$ cat config.mk
export PLATFORM = sky130hd
export DESIGN_NAME = wb_arbiter_flat
export DESIGN_NICKNAME = d
export VERILOG_FILES = /design/src/rtl/wb_arbiter_if.sv /design/src/rtl/wb_arbiter.sv /design/src/flat_wrapper.sv
export SDC_FILE = /design/constraint.sdc
export NUM_CORES = 1
export LEC_CHECK = 0
export ABC_AREA = 0
export BUFFER_PORTS_ARGS = -buffer_cell sky130_fd_sc_hd__buf_2
export CORE_MARGIN = 5
export CORE_UTILIZATION = 45
export CTS_CLUSTER_SIZE = 20
export DETAILED_ROUTE_END_ITERATION = 8
export HOLD_SLACK_MARGIN = 0.1
export PLACE_DENSITY_LB_ADDON = 0.3
export RECOVER_POWER = 25
export SKIP_CTS_REPAIR_TIMING = 1
export SLEW_MARGIN = 15
export SYNTH_ARGS = -nofsm -noshare
export SYNTH_HDL_FRONTEND = slang
export SYNTH_SLANG_ARGS = --single-unit
$ cat constraint.sdc
create_clock -name clk -period 5.3 [get_ports clk]
set_clock_uncertainty 0.1 [all_clocks]
set_input_delay 1.325 -clock clk [delete_from_list [all_inputs] [get_ports clk]]
set_output_delay 1.325 -clock clk [all_outputs]
set_load 0.005 [all_outputs]
$ cat src/rtl/wb_arbiter_if.sv
// Bus bundle between the ALU/LSU result producers and the write-back arbiter.
`ifndef RF_ADDR_WIDTH
`define RF_ADDR_WIDTH 5
`endif
`ifndef WORD_WIDTH
`define WORD_WIDTH 32
`endif

interface wb_arbiter_if #(
  parameter int unsigned LQ_DEPTH = 2
);
  logic                        alu_valid;
  logic                        alu_ready;
  logic [`RF_ADDR_WIDTH-1:0]   alu_rd;
  logic [`WORD_WIDTH-1:0]      alu_data;
  logic                        lsu_valid;
  logic                        lsu_ready;
  logic [`RF_ADDR_WIDTH-1:0]   lsu_rd;
  logic [`WORD_WIDTH-1:0]      lsu_data;
  logic                        regWrite;
  logic [`RF_ADDR_WIDTH-1:0]   writeAddr;
  logic [`WORD_WIDTH-1:0]      dataIn;
  logic [$clog2(LQ_DEPTH):0]   lq_count;

  modport master (
    output alu_valid, alu_rd, alu_data, lsu_valid, lsu_rd, lsu_data,
    input  alu_ready, lsu_ready, regWrite, writeAddr, dataIn, lq_count
  );

  modport slave (
    input  alu_valid, alu_rd, alu_data, lsu_valid, lsu_rd, lsu_data,
    output alu_ready, lsu_ready, regWrite, writeAddr, dataIn, lq_count
  );
endinterface

$ cat src/rtl/wb_arbiter.sv
// Merges ALU and queued load results onto one register-file write port, ALU first,
// with a starvation guard that forces a load drain after a run of ALU wins on a full queue.
`ifndef RF_ADDR_WIDTH
`define RF_ADDR_WIDTH 5
`endif
`ifndef WORD_WIDTH
`define WORD_WIDTH 32
`endif

module wb_arbiter #(
  parameter int unsigned LQ_DEPTH     = 2,
  parameter int unsigned STARVE_LIMIT = 4
) (
  input logic          clk,
  input logic          rst,
  wb_arbiter_if.slave  bus
);
  localparam int unsigned PtrW = $clog2(LQ_DEPTH);
  localparam int unsigned CntW = PtrW + 1;
  localparam int unsigned StW  = $clog2(STARVE_LIMIT + 1);
  localparam logic [CntW-1:0] Depth     = CntW'(LQ_DEPTH);
  localparam logic [StW-1:0]  StarveMax = StW'(STARVE_LIMIT);

  typedef logic [`RF_ADDR_WIDTH-1:0] addr_t;
  typedef logic [`WORD_WIDTH-1:0]    word_t;

  addr_t           lq_rd_q   [LQ_DEPTH];
  word_t           lq_data_q [LQ_DEPTH];
  logic [PtrW-1:0] wr_ptr_q, rd_ptr_q;
  logic [CntW-1:0] count_q;
  logic [StW-1:0]  starve_q, starve_d;
  logic            reg_write_q;
  addr_t           write_addr_q;
  word_t           data_in_q;

  logic full, drain, alu_win, push, pop;

  assign full  = (count_q == Depth);
  assign drain = (starve_q == StarveMax);

  // Readies depend on registered state; forced high while reset is asserted.
  assign bus.alu_ready = rst | ~drain;
  assign bus.lsu_ready = rst | ~full;

  assign alu_win = bus.alu_valid & bus.alu_ready & (bus.alu_rd != '0);
  assign push    = bus.lsu_valid & bus.lsu_ready & (bus.lsu_rd != '0);
  assign pop     = ~alu_win & (count_q != '0);

  always_comb begin
    starve_d = starve_q;
    if (drain || !full) begin
      starve_d = '0;
    end else if (alu_win) begin
      starve_d = starve_q + 1'b1;
    end
  end

  always_ff @(posedge clk) begin
    if (!rst && push) begin
      lq_rd_q[wr_ptr_q]   <= bus.lsu_rd;
      lq_data_q[wr_ptr_q] <= bus.lsu_data;
    end
  end

  always_ff @(posedge clk) begin
    if (rst) begin
      wr_ptr_q     <= '0;
      rd_ptr_q     <= '0;
      count_q      <= '0;
      starve_q     <= '0;
      reg_write_q  <= 1'b0;
      write_addr_q <= '0;
      data_in_q    <= '0;
    end else begin
      if (push) wr_ptr_q <= wr_ptr_q + 1'b1;
      if (pop)  rd_ptr_q <= rd_ptr_q + 1'b1;
      count_q     <= count_q + CntW'(push) - CntW'(pop);
      starve_q    <= starve_d;
      reg_write_q <= alu_win | pop;
      // Address/data hold their last value on idle cycles.
      if (alu_win) begin
        write_addr_q <= bus.alu_rd;
        data_in_q    <= bus.alu_data;
      end else if (pop) begin
        write_addr_q <= lq_rd_q[rd_ptr_q];
        data_in_q    <= lq_data_q[rd_ptr_q];
      end
    end
  end

  assign bus.regWrite  = reg_write_q;
  assign bus.writeAddr = write_addr_q;
  assign bus.dataIn    = data_in_q;
  assign bus.lq_count  = count_q;
endmodule

$ cat src/flat_wrapper.sv
// flat-port wrapper written by rule: the top's interface ports become plain ports
module wb_arbiter_flat 
#(
  parameter int unsigned LQ_DEPTH     = 2,
  parameter int unsigned STARVE_LIMIT = 4
)
  (clk, rst, bus_alu_valid, bus_alu_rd, bus_alu_data, bus_lsu_valid, bus_lsu_rd, bus_lsu_data, bus_alu_ready, bus_lsu_ready, bus_regWrite, bus_writeAddr, bus_dataIn, bus_lq_count);
  wb_arbiter_if #(.LQ_DEPTH(LQ_DEPTH)) bus_i ();
  input logic clk;
  input logic rst;
  input wire logic [$bits(bus_i.alu_valid)-1:0] bus_alu_valid;
  input wire logic [$bits(bus_i.alu_rd)-1:0] bus_alu_rd;
  input wire logic [$bits(bus_i.alu_data)-1:0] bus_alu_data;
  input wire logic [$bits(bus_i.lsu_valid)-1:0] bus_lsu_valid;
  input wire logic [$bits(bus_i.lsu_rd)-1:0] bus_lsu_rd;
  input wire logic [$bits(bus_i.lsu_data)-1:0] bus_lsu_data;
  output wire logic [$bits(bus_i.alu_ready)-1:0] bus_alu_ready;
  output wire logic [$bits(bus_i.lsu_ready)-1:0] bus_lsu_ready;
  output wire logic [$bits(bus_i.regWrite)-1:0] bus_regWrite;
  output wire logic [$bits(bus_i.writeAddr)-1:0] bus_writeAddr;
  output wire logic [$bits(bus_i.dataIn)-1:0] bus_dataIn;
  output wire logic [$bits(bus_i.lq_count)-1:0] bus_lq_count;
  assign bus_i.alu_valid = bus_alu_valid;
  assign bus_i.alu_rd = bus_alu_rd;
  assign bus_i.alu_data = bus_alu_data;
  assign bus_i.lsu_valid = bus_lsu_valid;
  assign bus_i.lsu_rd = bus_lsu_rd;
  assign bus_i.lsu_data = bus_lsu_data;
  assign bus_alu_ready = bus_i.alu_ready;
  assign bus_lsu_ready = bus_i.lsu_ready;
  assign bus_regWrite = bus_i.regWrite;
  assign bus_writeAddr = bus_i.writeAddr;
  assign bus_dataIn = bus_i.dataIn;
  assign bus_lq_count = bus_i.lq_count;
  wb_arbiter #(.LQ_DEPTH(LQ_DEPTH), .STARVE_LIMIT(STARVE_LIMIT)) u_core (.clk(clk), .rst(rst), .bus(bus_i));
endmodule
-- Word level (Yosys, flattened, before mapping)
Memory sizes are Yosys's and may differ from the RTL's. A register that Yosys moved wholly into a read port is not among the register bits.
Index checks and enable logic that the tools add are counted.
Widths: inputs -> output; s select.
- register bits: 45
- bits in writable memories: 74
- bits of input ports: 78
- word-level logic and storage cells: 46
- memories kept: 2
- add/sub/neg operators: 5
- equality and inequality tests: 2
- multiplexer cells: 10
- bitwise gates (word level): 11
- reduce and logical (&&, ||, !) cells: 9
- memories (name ; words ; width ; read ports ; clocked after Yosys merged registers in ; write ports ; RTL line ; source):
    u_core.lq_data_q ; 2 ; 32 ; 1 ; 1 ; 1 ; wb_arbiter.sv:28 ; word_t lq_data_q [LQ_DEPTH];
    u_core.lq_rd_q ; 2 ; 5 ; 1 ; 1 ; 1 ; wb_arbiter.sv:27 ; addr_t lq_rd_q [LQ_DEPTH];
- operator list (operator ; count):
    $mux 32 ; 2
    $mux 5 ; 2
    $reduce_bool 5->1 ; 2
    $mux 1 ; 6
    $and 1x1->1 ; 5
    $reduce_bool 2->1 ; 2
    $add 3x1->3 const B ; 1
    $eq 3x3->1 const B ; 1
    $not 1->1 ; 3
    $or 1x1->1 ; 3
    $add 1x1->1 const B ; 2
    $add 2x1->2 ; 1
    $eq 2x2->1 const B ; 1
    $logic_not 1->1 ; 2
    $reduce_or 2->1 ; 1
    $sub 2x1->2 ; 1
    $logic_and 1x1->1 ; 1
    $logic_or 1x1->1 ; 1

-- Logic depth before layout (Yosys ltp)
Gate-level depths: netlist of run 1.
- word-level depth: 9
- depth in mapped cells: 12

-- Least setup slack after synthesis of run 1
Ideal clock, no wire load.
- path kind: input to register
- start point: in rst
- end point: mem u_core.lq_data_q[1][0] (netlist name) (enable)
- data arrival time: 4705 ps
- setup slack: 10 ps
- stages on the path: 4
- path buffers: 1
- path through: clkbuf_1 or3b_2 o211ai_1 nor3b_1
- longest elaborated chain between the ends: 6
- elaborated cells between the ends (all ways): 7
- ends and longest elaborated chain (what ; RTL line ; source):
    start, declared ; flat_wrapper.sv:10 ; input logic rst;
    $or 1x1->1 ; wb_arbiter.sv:43 ; assign bus.lsu_ready = rst | ~full;
    named net bus_lsu_ready ; flat_wrapper.sv:18 ; output wire logic [$bits(bus_i.lsu_ready)-1:0] bus_lsu_ready;
    $and 1x1->1 (2 in series) ; wb_arbiter.sv:46 ; assign push = bus.lsu_valid & bus.lsu_ready & (bus.lsu_rd != '0);
    $logic_and 1x1->1 ; wb_arbiter.sv:59 ; if (!rst && push) begin
    $mux 1 ; wb_arbiter.sv:59 ;
    $mux 1 (implied by the code) ; wb_arbiter.sv:61 ; lq_data_q[wr_ptr_q] <= bus.lsu_data;
    end, declared ; wb_arbiter.sv:28 ;
The timed path passes the listed nets, and every way through them passes these cells.

-- Final worst setup path of run 1
- start point: in rst
- end point: out bus_alu_ready
- longest elaborated chain between the ends: 1
- ends and longest elaborated chain (what ; RTL line ; source):
    $or 1x1->1 ; wb_arbiter.sv:42 ; assign bus.alu_ready = rst | ~drain;
    end, declared ; flat_wrapper.sv:17 ; output wire logic [$bits(bus_i.alu_ready)-1:0] bus_alu_ready;
Every way passes these cells.

==> metrics.md, run 1 <==
| Metric | Value |
|---|---|
| DRT iter0 DRCs | `between 100 and 150` |
| Fmax | `between 200 and 300 MHz` |
| Asr flop ratio synth | `0%` |
| Post-synthesis sequential area ratio | `between 60% and 70%` |
| Crit Path Max Fanout | `47` |
| Initial Util | `a little under half` |
| Adder-cell share of the synthesized area | `1.078%` |
| Xor/xnor share of the synthesized area | `less than 1%` |
| Worst slew margin | `37.05%` |
| Pin count of the biggest net entering global routing | `between 40 and 50` |
| Ant. Diodes | `0` |
| Clock Latency Late Sink | `~0.50 ns` |
| DRC Markers | `0` |
| Status | `finished clean` |
| HPWL after DPL | `~6500 um` |
| Simple-gate share of the synthesized area | `under 10%` |
| CP startpoint kind | `input pin` |
| Hold WC Path Type | `reg2reg` |
| Vias in the first global route | `~3200` |
| Synth Warn # | `0` |
| Number of max-cap violations | `0` |
| Cell row count | `37` |
| Syn_area_per_cell | `approximately 12 um2` |
| Origin of the worst setup path | `rst` |
| Hold Vio Cnt, Final | `0` |
| CP endpoint kind | `output pin` |
| Worst path required time | `about 3.9 ns` |
| Via count | `between 3000 and 4000` |
| Lkg Pwr | `approximately 0.0023 uW` |
| First-pass GRT wire length | `15800 um` |
| Worst IR Drop VDD | `a little under 0.0002 V` |
| Synth top area cells | `edfxtp_1 48%, dfxtp_1 20%, mux2i_1 8.0%` |
| Mapped Cells | `between 300 and 400` |
| FF+latch count, synth | `120` |
| Synthesized Nets | `454` |
| Slowest cell on crit path | `buf_2` |
| Antenna Nets Post-Route | `0` |
| CORE AREA | `just over 10000 um2` |
| Mux contribution to synthesized area | `~8%` |
| Share of cells above drive strength 1 | `27.72%` |
| Final worst slack | `roughly 1.3 ns` |
| Clock buffer depth | `2` |
| Slew Limit Fails | `0` |
| Largest family of logic cells by synthesized area | `compound AO/OA/AOI/OAI gates` |
| Top-area cell type share of the netlist area | `between 40% and 50%` |
| Antenna violations before repair | `0` |
| CP Cell Sequence | `buf_2 -> nand3b_1 -> buf_2` |
| Clk slew on worst S/H paths | `~0.05 ns` |
| Tmin final | `around 4 ns` |
| CTS tree | `yes` |
| Crit-path most repeated cell | `buf_2` |
| Cts bufs inserted | `17` |
| All-layer global routing usage | `16.37%` |
| RSZ-0062 raised after global routing | `false` |
| Worst r2r src | `u_core.starve_q[0]` |
| Vias per cell | `approximately 5` |
| Top FF cell, synth | `edfxtp_1` |
| PortBufs | `between 100 and 150` |
| Complex-gate fraction of the synthesized area | `between 10% and 20%` |
| Worst EP arrival | `approximately 2.6 ns` |
| Crit path to | `bus_alu_ready` |
| Pre-antenna DRT Iters | `4` |
| FF-to-FF End | `u_core.bus.lq_count[1]` |
| Power per cell area | `approximately 460 nW/um2` |
| Yosys top cell by area | `edfxtp_1` |
| Die height | `111.6 um` |
| Area Overhead vs Synth | `27.09%` |
| Top cells by count, synth | `74 x edfxtp_1, 74 x nand2_1, 46 x dfxtp_1, 42 x a21oi_1, 38 x o211ai_1` |
| Fin nets | `about 570` |
| Synth Cell Area | `4642 um2` |
| Reg-to-reg setup timing slack | `approximately 3.1 ns` |
| Sum Neg Setup Slack | `0 ns` |
| Number of I/O pins | `between 100 and 150` |
| Fillers | `897` |
| DR WL/cell | `15.50 um` |
| Cell variety after synth | `29` |
| CP Class | `in2out` |
| Worst R2R Path Depth | `11` |
| Die width | `111.6 um` |
| GPL Wtd Cong | `~0.75` |
| Setup-failing EPs final | `0` |
| Max stage delay on crit path | `just over 0.7 ns` |
| Crit share post-route | `between 70% and 80%` |
| Buffer type at the clock tree root | `clkbuf_8` |
| Min-delay src | `u_core.starve_q[1]` |
| H-Tree Level Count | `4` |
| Worst slew pin tran | `approximately 0.94 ns` |
| Place WS | `1.323 ns` |
| Die area | `12450 um2` |
| Overflow after GRT | `0` |
| Clock sink count | `120` |
| EDFF count, synth | `74` |
| DRT Wirelength | `between 9000 and 10000 um` |
==> power by group <==
part           internal, uW  switching, uW
sequential             1110           87.9
combinational           232            286
clock                   638            370
total                  1980            744
==> flip-flops by register name (all words and copies together) (netlist names), named ones only <==
register and cells:
u_core.rd_ptr_q 1, u_core.lq_data_q 64, u_core.starve_q 3, u_core.bus.writeAddr 5, u_core.wr_ptr_q 1, u_core.bus.dataIn 32
u_core.bus.regWrite 1, u_core.lq_rd_q 10, u_core.bus.lq_count 2
==> cells by family after synthesis <==
logic type / after synthesis
AO/OA/AOI/OAI: 85
buffers and inverters: 31
XOR/XNOR: 4
multiplexers: 37
adder cells (fa/ha/maj): 4
flip-flops: 120
AND/OR/NAND/NOR: 91
==> metrics by stage <==
stage	std cells	hold WS, ns	area, um2	power (uW)	utilization (%)
after floorplan	372	0.3517	4642	1555	-
after global routing	641	0.4223	5899	2876	57.92
after CTS	640	0.4028	5897	2760	57.90
final	641	0.3991	5899	2724	57.92
after global placement	608	0.3605	5366	1727	52.69
after detailed placement	608	0.3901	5366	1743	52.69
==> worst min path at each step <==
stage	endpoint	slack, ns	depth (start not counted)
2_1_floorplan	u_core.starve_q[1]	0.35	2
3_3_place_gp	u_core.starve_q[1]	0.36	2
3_5_place_dp	u_core.starve_q[1]	0.39	2
4_1_cts	u_core.starve_q[1]	0.40	2
5_1_grt	u_core.starve_q[1]	0.42	2
6_report	u_core.starve_q[1]	0.40	2
==> metal layers <==
metal / vias up / routed length (um) / track usage (%)
met4: 0 / 100 / 6.326
met5: - / 0 / 0
met2: 78 / 5060 / 28.11
met3: 9 / 612 / 6.141
met1: 1521 / 4162 / 18.56
li1: 1599 / - / -
==> critical path, delay by kind of cell <==
kind / cells / cell delay (ns)
AND/OR/NAND/NOR: 1 / 0.33
buffers and inverters: 2 / 0.89
==> cells in the final DEF (no fill, tap or decap), drive strengths merged, types with 4 or more instances in the layout <==
master  Yosys  routed
o211ai     39      39
nor2        5       5
edfxtp     74      74
inv         6       6
ha          4       4
dfxtp      46      46
mux2i      37      37
clkbuf     14      43
buf        11     105
clkinv      0       8
a21oi      42      42
nand2      74      74
==> layout make-up <==
type | count | area (um2) | area share (%)
multi-input cells | 221 | 1389 | 23.54
clock buffers | 22 | 452.9 | 7.678
repair buffers | 126 | 640.6 | 10.86
clock inverters | 10 | 77.57 | 1.315
inverters | 6 | 22.52 | 0.3818
well taps | 136 | 170.2 | 2.884
flip-flops and latches | 120 | 3147 | 53.34
Note: power is estimated with default switching activity, not from simulation.
==> inputs of run 2 (changes only) <==
==> constraint.sdc (replaced) <==
create_clock -name clk -period 3.5 [get_ports clk]
set_clock_uncertainty 0.1 [all_clocks]
set_input_delay 0.875 -clock clk [delete_from_list [all_inputs] [get_ports clk]]
set_output_delay 0.875 -clock clk [all_outputs]
set_load 0.005 [all_outputs]
==> metrics.md, run 2 (synthesis results as in run 1) <==
| Metric | Value |
|---|---|
| Sum Neg Setup Slack | `0 ns` |
| CTS tree | `yes` |
| CP Cell Sequence | `buf_2 -> buf_4 -> nand3b_1 -> buf_2` |
| Fin cells | `~640` |
| Clock buffer depth | `2` |
| Clock share of power | `36.1%` |
| Status | `finished clean` |
| Smallest hold slack | `about 0.40 ns` |
| Crit share post-route | `a little over four fifths` |
| Setup-failing EPs final | `0` |
| Fin nets | `577` |
| Placed Cells | `between 600 and 700` |
| Worst slew margin | `around 33%` |
| Clock Latency Late Sink | `about 0.51 ns` |
| Cell row count | `37` |
| Tmin final | `2.919 ns` |
| CORE AREA | `10180 um2` |
| Die height | `111.6 um` |
| CP Class | `in2out` |
| Share of cells above drive strength 1 | `~28%` |
| Vias per cell | `~5.1` |
| Area Overhead vs Synth | `27.25%` |
| CP endpoint kind | `output pin` |
| Worst path required time | `around 2.5 ns` |
| Cell Int Power | `2961 uW` |
| Pre-antenna DRT Iters | `5` |
| Largest register FFs | `64` |
| Worst slew pin tran | `between 1 and 1.5 ns` |
| Pin count of the biggest net entering global routing | `54` |
| CP startpoint kind | `input pin` |
| Slew Limit Fails | `0` |
| DRT iter0 DRCs | `roughly 160` |
| RSZ-0062 raised after global routing | `false` |
| Hold Vio Cnt, Final | `0` |
| Number of max-cap violations | `0` |
| Power per cell area | `696.2 nW/um2` |
| H-Tree Level Count | `4` |
| Max stage delay on crit path | `roughly 0.34 ns` |
| Fmax | `342.6 MHz` |
| HPWL after DPL | `7034 um` |
| Hold WC Path Type | `reg2reg` |
| Via count | `3274` |
| Antenna violations before repair | `1` |
| Crit Path Max Fanout | `22` |
| Util after Layout | `about 58%` |
| First-pass GRT wire length | `~17000 um` |
| Initial Util | `45.58%` |
| PortBufs | `119` |
| Worst EP arrival | `about 1.9 ns` |
| Most common cell after layout, fill and taps aside | `buf_2` |
| Sequential power share | `between 40 and 50%` |
| Crit-path most repeated cell | `buf_2` |
| WP buf/inv | `3` |
| Slowest cell on crit path | `buf_4` |
| Clk slew on worst S/H paths | `0.05 ns` |
| Cts bufs inserted | `17` |
| Clock sink count | `between 100 and 150` |
| DRT Wirelength | `roughly 11000 um` |
| Comb pwr share | `~21%` |
| GPL Wtd Cong | `0.7503` |
| Overflow after GRT | `0` |
| Worst IR Drop VDD | `0.0002991 V` |
| Lkg Pwr | `approximately 0.0023 uW` |
| Switching portion of total power | `28.01%` |
| Largest reg by FF count | `u_core.lq_data_q` |
| DR WL/cell | `approximately 16 um` |
| Antenna Nets Post-Route | `0` |
| Die area | `roughly 12000 um2` |
| Buffer type at the clock tree root | `clkbuf_8` |
| Vias in the first global route | `roughly 3400` |
| Switching power | `between 1000 and 1500 uW` |
| Number of I/O pins | `between 100 and 150` |
| Die width | `between 100 and 150 um` |
| Most frequent cells in the layout | `98 x buf_2, 74 x nand2_1, 74 x edfxtp_1` |
| DRC Markers | `0` |
| Delay-heaviest family, CP | `buffers and inverters` |
| All-layer global routing usage | `roughly 18%` |
==> run 2: final cells by class <==
type / count / area [um2]
Antenna cell: 1 / 2.502
Sequential cell: 120 / 3144
Multi-Input combinational cell: 221 / 1401
Fill cell: 888 / 4278
Clock inverter: 11 / 83.83
Timing Repair Buffer: 129 / 656.9
Inverter: 6 / 22.52
Clock buffer: 20 / 425.4
Tap cell: 136 / 170.2
==> run 2: metal layers <==
layer	global-route usage (%)	wire length [um]	up-vias	share of wire (%)
met2	29.07	5310	80	51
met3	5.217	522	14	5.0
met5	0	0	-	0
li1	-	-	1604	-
met4	8.354	223	0	2.1
met1	21.00	4444	1576	42
==> run 2: path summary, 6_finish.rpt <==
kind	cells past startpoint	to	startpoint	slack [ns]
setup / recovery	4	bus_alu_ready	rst	0.58
hold reg to reg	2	u_core.starve_q[1]	u_core.starve_q[1]	0.40
hold / removal	2	u_core.starve_q[1]	u_core.starve_q[1]	0.40
setup reg to reg	4	u_core.lq_data_q[1][18]	u_core.bus.lq_count[1]	1.22
==> run 2: worst min-delay path, delay by kind of cell (launching register included) <==
| family | cells | cell delay, ns |
|---|---|---|
| compound gates | 1 | 0.06 |
| flops | 1 | 0.32 |
| simple gates | 1 | 0.07 |
==> run 2: metrics by stage <==
step                cell area (um2)  setup slack [ns]  power, uW
floorplan                      4652          -0.09101       2353
global placement               5421            0.4886       2634
detailed placement             5421            0.4064       2660
CTS                            5931            0.5810       4153
global route                   5907            0.4984       4341
finish                         5907            0.5814       4113
==> run 2: power groups by stage <==
stage	combinational, uW	sequential (uW)	clock (uW)
final	842	1780	1490
after global routing	943	1810	1590
after CTS	855	1790	1510
after detailed placement	849	1810	0
after global placement	830	1800	0
after floorplan	572	1780	0
==> inputs of run 3 (changes only) <==
--- a/config.mk
+++ b/config.mk
@@ -5,7 +5,7 @@
 export SDC_FILE = /design/constraint.sdc
 export NUM_CORES = 1
 export LEC_CHECK = 0
-export ABC_AREA = 0
+export ABC_AREA = 1
 export BUFFER_PORTS_ARGS = -buffer_cell sky130_fd_sc_hd__buf_2
 export CORE_MARGIN = 5
 export CORE_UTILIZATION = 45
==> constraint.sdc (replaced) <==
create_clock -name clk -period 3 [get_ports clk]
set_clock_uncertainty 0.1 [all_clocks]
set_input_delay 0.75 -clock clk [delete_from_list [all_inputs] [get_ports clk]]
set_output_delay 0.75 -clock clk [all_outputs]
set_load 0.005 [all_outputs]
==> metrics.md, run 3 <==
| Metric | Value |
|---|---|
| Pre-antenna DRT Iters | `4` |
| Synth Cell Area | `5106 um2` |
| Smallest hold slack | `roughly 0.38 ns` |
| DRT iter0 DRCs | `approximately 250` |
| Pin count of the biggest net entering global routing | `between 40 and 50` |
| DRC Markers | `0` |
| PortBufs | `about 120` |
| Crit-path most repeated cell | `buf_2` |
| Crit Path Max Fanout | `14` |
| Top-area cell type share of the netlist area | `between 40% and 50%` |
| Mux contribution to synthesized area | `0%` |
| Synthesized Nets | `between 600 and 700` |
| Xor/xnor share of the synthesized area | `0.3431%` |
| CP Cell Sequence | `buf_2 -> buf_4 -> nor2_4 -> inv_1 -> buf_2` |
| Slew Limit Fails | `0` |
| Number of max-cap violations | `0` |
| WP buf/inv | `4` |
| FF+latch count, synth | `120` |
| Largest register FFs | `64` |
| Via count | `around 4100` |
| Status | `finished clean` |
| Clock Latency Late Sink | `0.41 ns` |
| Hold WC Path Type | `reg2reg` |
| Antenna Nets Post-Route | `0` |
| Crit share post-route | `77.86%` |
| DRT Wirelength | `12000 um` |
| Largest reg by FF count | `u_core.lq_data_q` |
| Yosys top cell by area | `edfxtp_1` |
| Max stage delay on crit path | `~0.21 ns` |
| CORE AREA | `approximately 11000 um2` |
| Buffer type at the clock tree root | `clkbuf_16` |
| Worst slew pin tran | `around 0.7 ns` |
| EDFF count, synth | `74` |
| Fmax | `428.1 MHz` |
| Final Cell Area | `around 6500 um2` |
| Die width | `roughly 120 um` |
| Worst EP arrival | `approximately 1.5 ns` |
| Synth top area cells | `edfxtp_1 44%, dfxtp_1 18%, nand2_1 12%` |
| Slowest cell on crit path | `buf_4` |
| Setup-failing EPs final | `0` |
| Top cells by count, synth | `162 x nand2_1, 101 x nor2_1, 74 x edfxtp_1, 53 x nand3_1, 49 x inv_1` |
| Ant. Diodes | `0` |
| Vias in the first global route | `around 4200` |
| All-layer global routing usage | `between 10% and 20%` |
| CP endpoint kind | `output pin` |
| Cell row count | `39` |
| GPL Wtd Cong | `0.7988` |
| Clock sink count | `120` |
| Adder-cell share of the synthesized area | `less than 1%` |
| Min-delay src | `u_core.bus.dataIn[10]` |
| Delay-heaviest family, CP | `buffers and inverters` |
| Most frequent cells in the layout | `162 x nand2_1, 101 x buf_2, 99 x nor2_1` |
| Share of cells above drive strength 1 | `a little over a fifth` |
| Antenna violations before repair | `0` |
| Initial Util | `about 45%` |
| Synth Warn # | `0` |
| First-pass GRT wire length | `roughly 20000 um` |
| Die area | `around 14000 um2` |
| Syn_area_per_cell | `slightly below 9 um2` |
| CP startpoint kind | `input pin` |
| Mapped Cells | `572` |
| Origin of the worst setup path | `rst` |
| CP Class | `in2out` |
| Worst IR Drop VDD | `~0.00043 V` |
| Hold Vio Cnt, Final | `0` |
| Largest family of logic cells by synthesized area | `simple AND/OR/NAND/NOR gates` |
| Simple-gate share of the synthesized area | `26.56%` |
| Overflow after GRT | `0` |
| Tmin final | `2.336 ns` |
| Worst r2r src | `u_core.bus.lq_count[0]` |
| Dpl cell area | `about 5900 um2` |
| Fin nets | `approximately 770` |
| Complex-gate fraction of the synthesized area | `~3.7%` |
| Cell variety after synth | `25` |
| Power per cell area | `813.0 nW/um2` |
| Asr flop ratio synth | `0%` |
| RSZ-0062 raised after global routing | `false` |
| DR WL/cell | `about 14 um` |
| Worst slew margin | `a little over half` |
| Most numerous cell in the Yosys netlist | `nand2_1` |
| Post-synthesis sequential area ratio | `61.55%` |
| Die height | `about 120 um` |
| Number of I/O pins | `120` |
| Vias per cell | `about 4.8` |
| Clock buffer depth | `2` |
| Worst path required time | `about 2.2 ns` |
| Area Overhead vs Synth | `27.05%` |
| HPWL after DPL | `8048 um` |
| Lkg Pwr | `0.002897 uW` |
| Top FF cell, synth | `edfxtp_1` |
| Most common cell after layout, fill and taps aside | `nand2_1` |
| CTS tree | `yes` |
| Clk slew on worst S/H paths | `0.05 ns` |
| Sum Neg Setup Slack | `0 ns` |
| Util after Layout | `a little under three fifths` |
| Cts bufs inserted | `17` |
| H-Tree Level Count | `4` |
[run 3: cells by family (layout without fill, tap and decap cells)]
family          Yosys count  in the layout
flops                   120            120
simple gates            328            328
compound gates           36             36
buf+inv                  82            215
fa+ha+maj                 4              4
xor+xnor                  2              2
[run 3: metrics by stage]
step                      cells  total power [uW]  worst slack, ns
final                       848              5274           0.6643
after global routing        848              5577           0.5954
after CTS                   848              5329           0.6561
after detailed placement    816              3147           0.4829
after global placement      816              3114           0.5053
after floorplan             572              2775           0.1726
[run 3: tightest hold or removal path, stage by stage, from the launching register on]
cell and delay [ns]:
dfxtp_1 0.31, nand3_1 0.07, nand2_1 0.05
[run 3: power by group]
group	total, uW	switching [uW]	internal (uW)	leakage [uW]
Combinational	1070	693	380	0.00153
Sequential	2020	82.0	1940	0.00106
Clock	2180	686	1490	0.000305
Total	5270	1460	3810	0.00290
[run 3: final timing paths]
kind	end	slack, ns	cells past startpoint
setup / recovery	bus_alu_ready	0.66	5
hold / removal	u_core.bus.dataIn[10]	0.38	2
setup reg to reg	u_core.bus.lq_count[1]	0.78	10
hold reg to reg	u_core.bus.dataIn[10]	0.38	2
[run 3: area by class of cell]
cell class              count  area [um2]
clock buffers              23       457.9
clock inverters             9       172.7
fillers                   984        4785
inverters                  52       195.2
multi-input cells         370        1638
flip-flops and latches    120        3144
well taps                 143       178.9
repair buffers            131       700.7
[run 3: metal layers]
layer / vias up / GRT usage [%] / share of wire [%]
met5: - / 0 / 0
met4: 0 / 8.971 / 1.9
met3: 19 / 5.078 / 7.3
met2: 147 / 31.35 / 50
met1: 1852 / 22.85 / 41
li1: 2074 / - / -
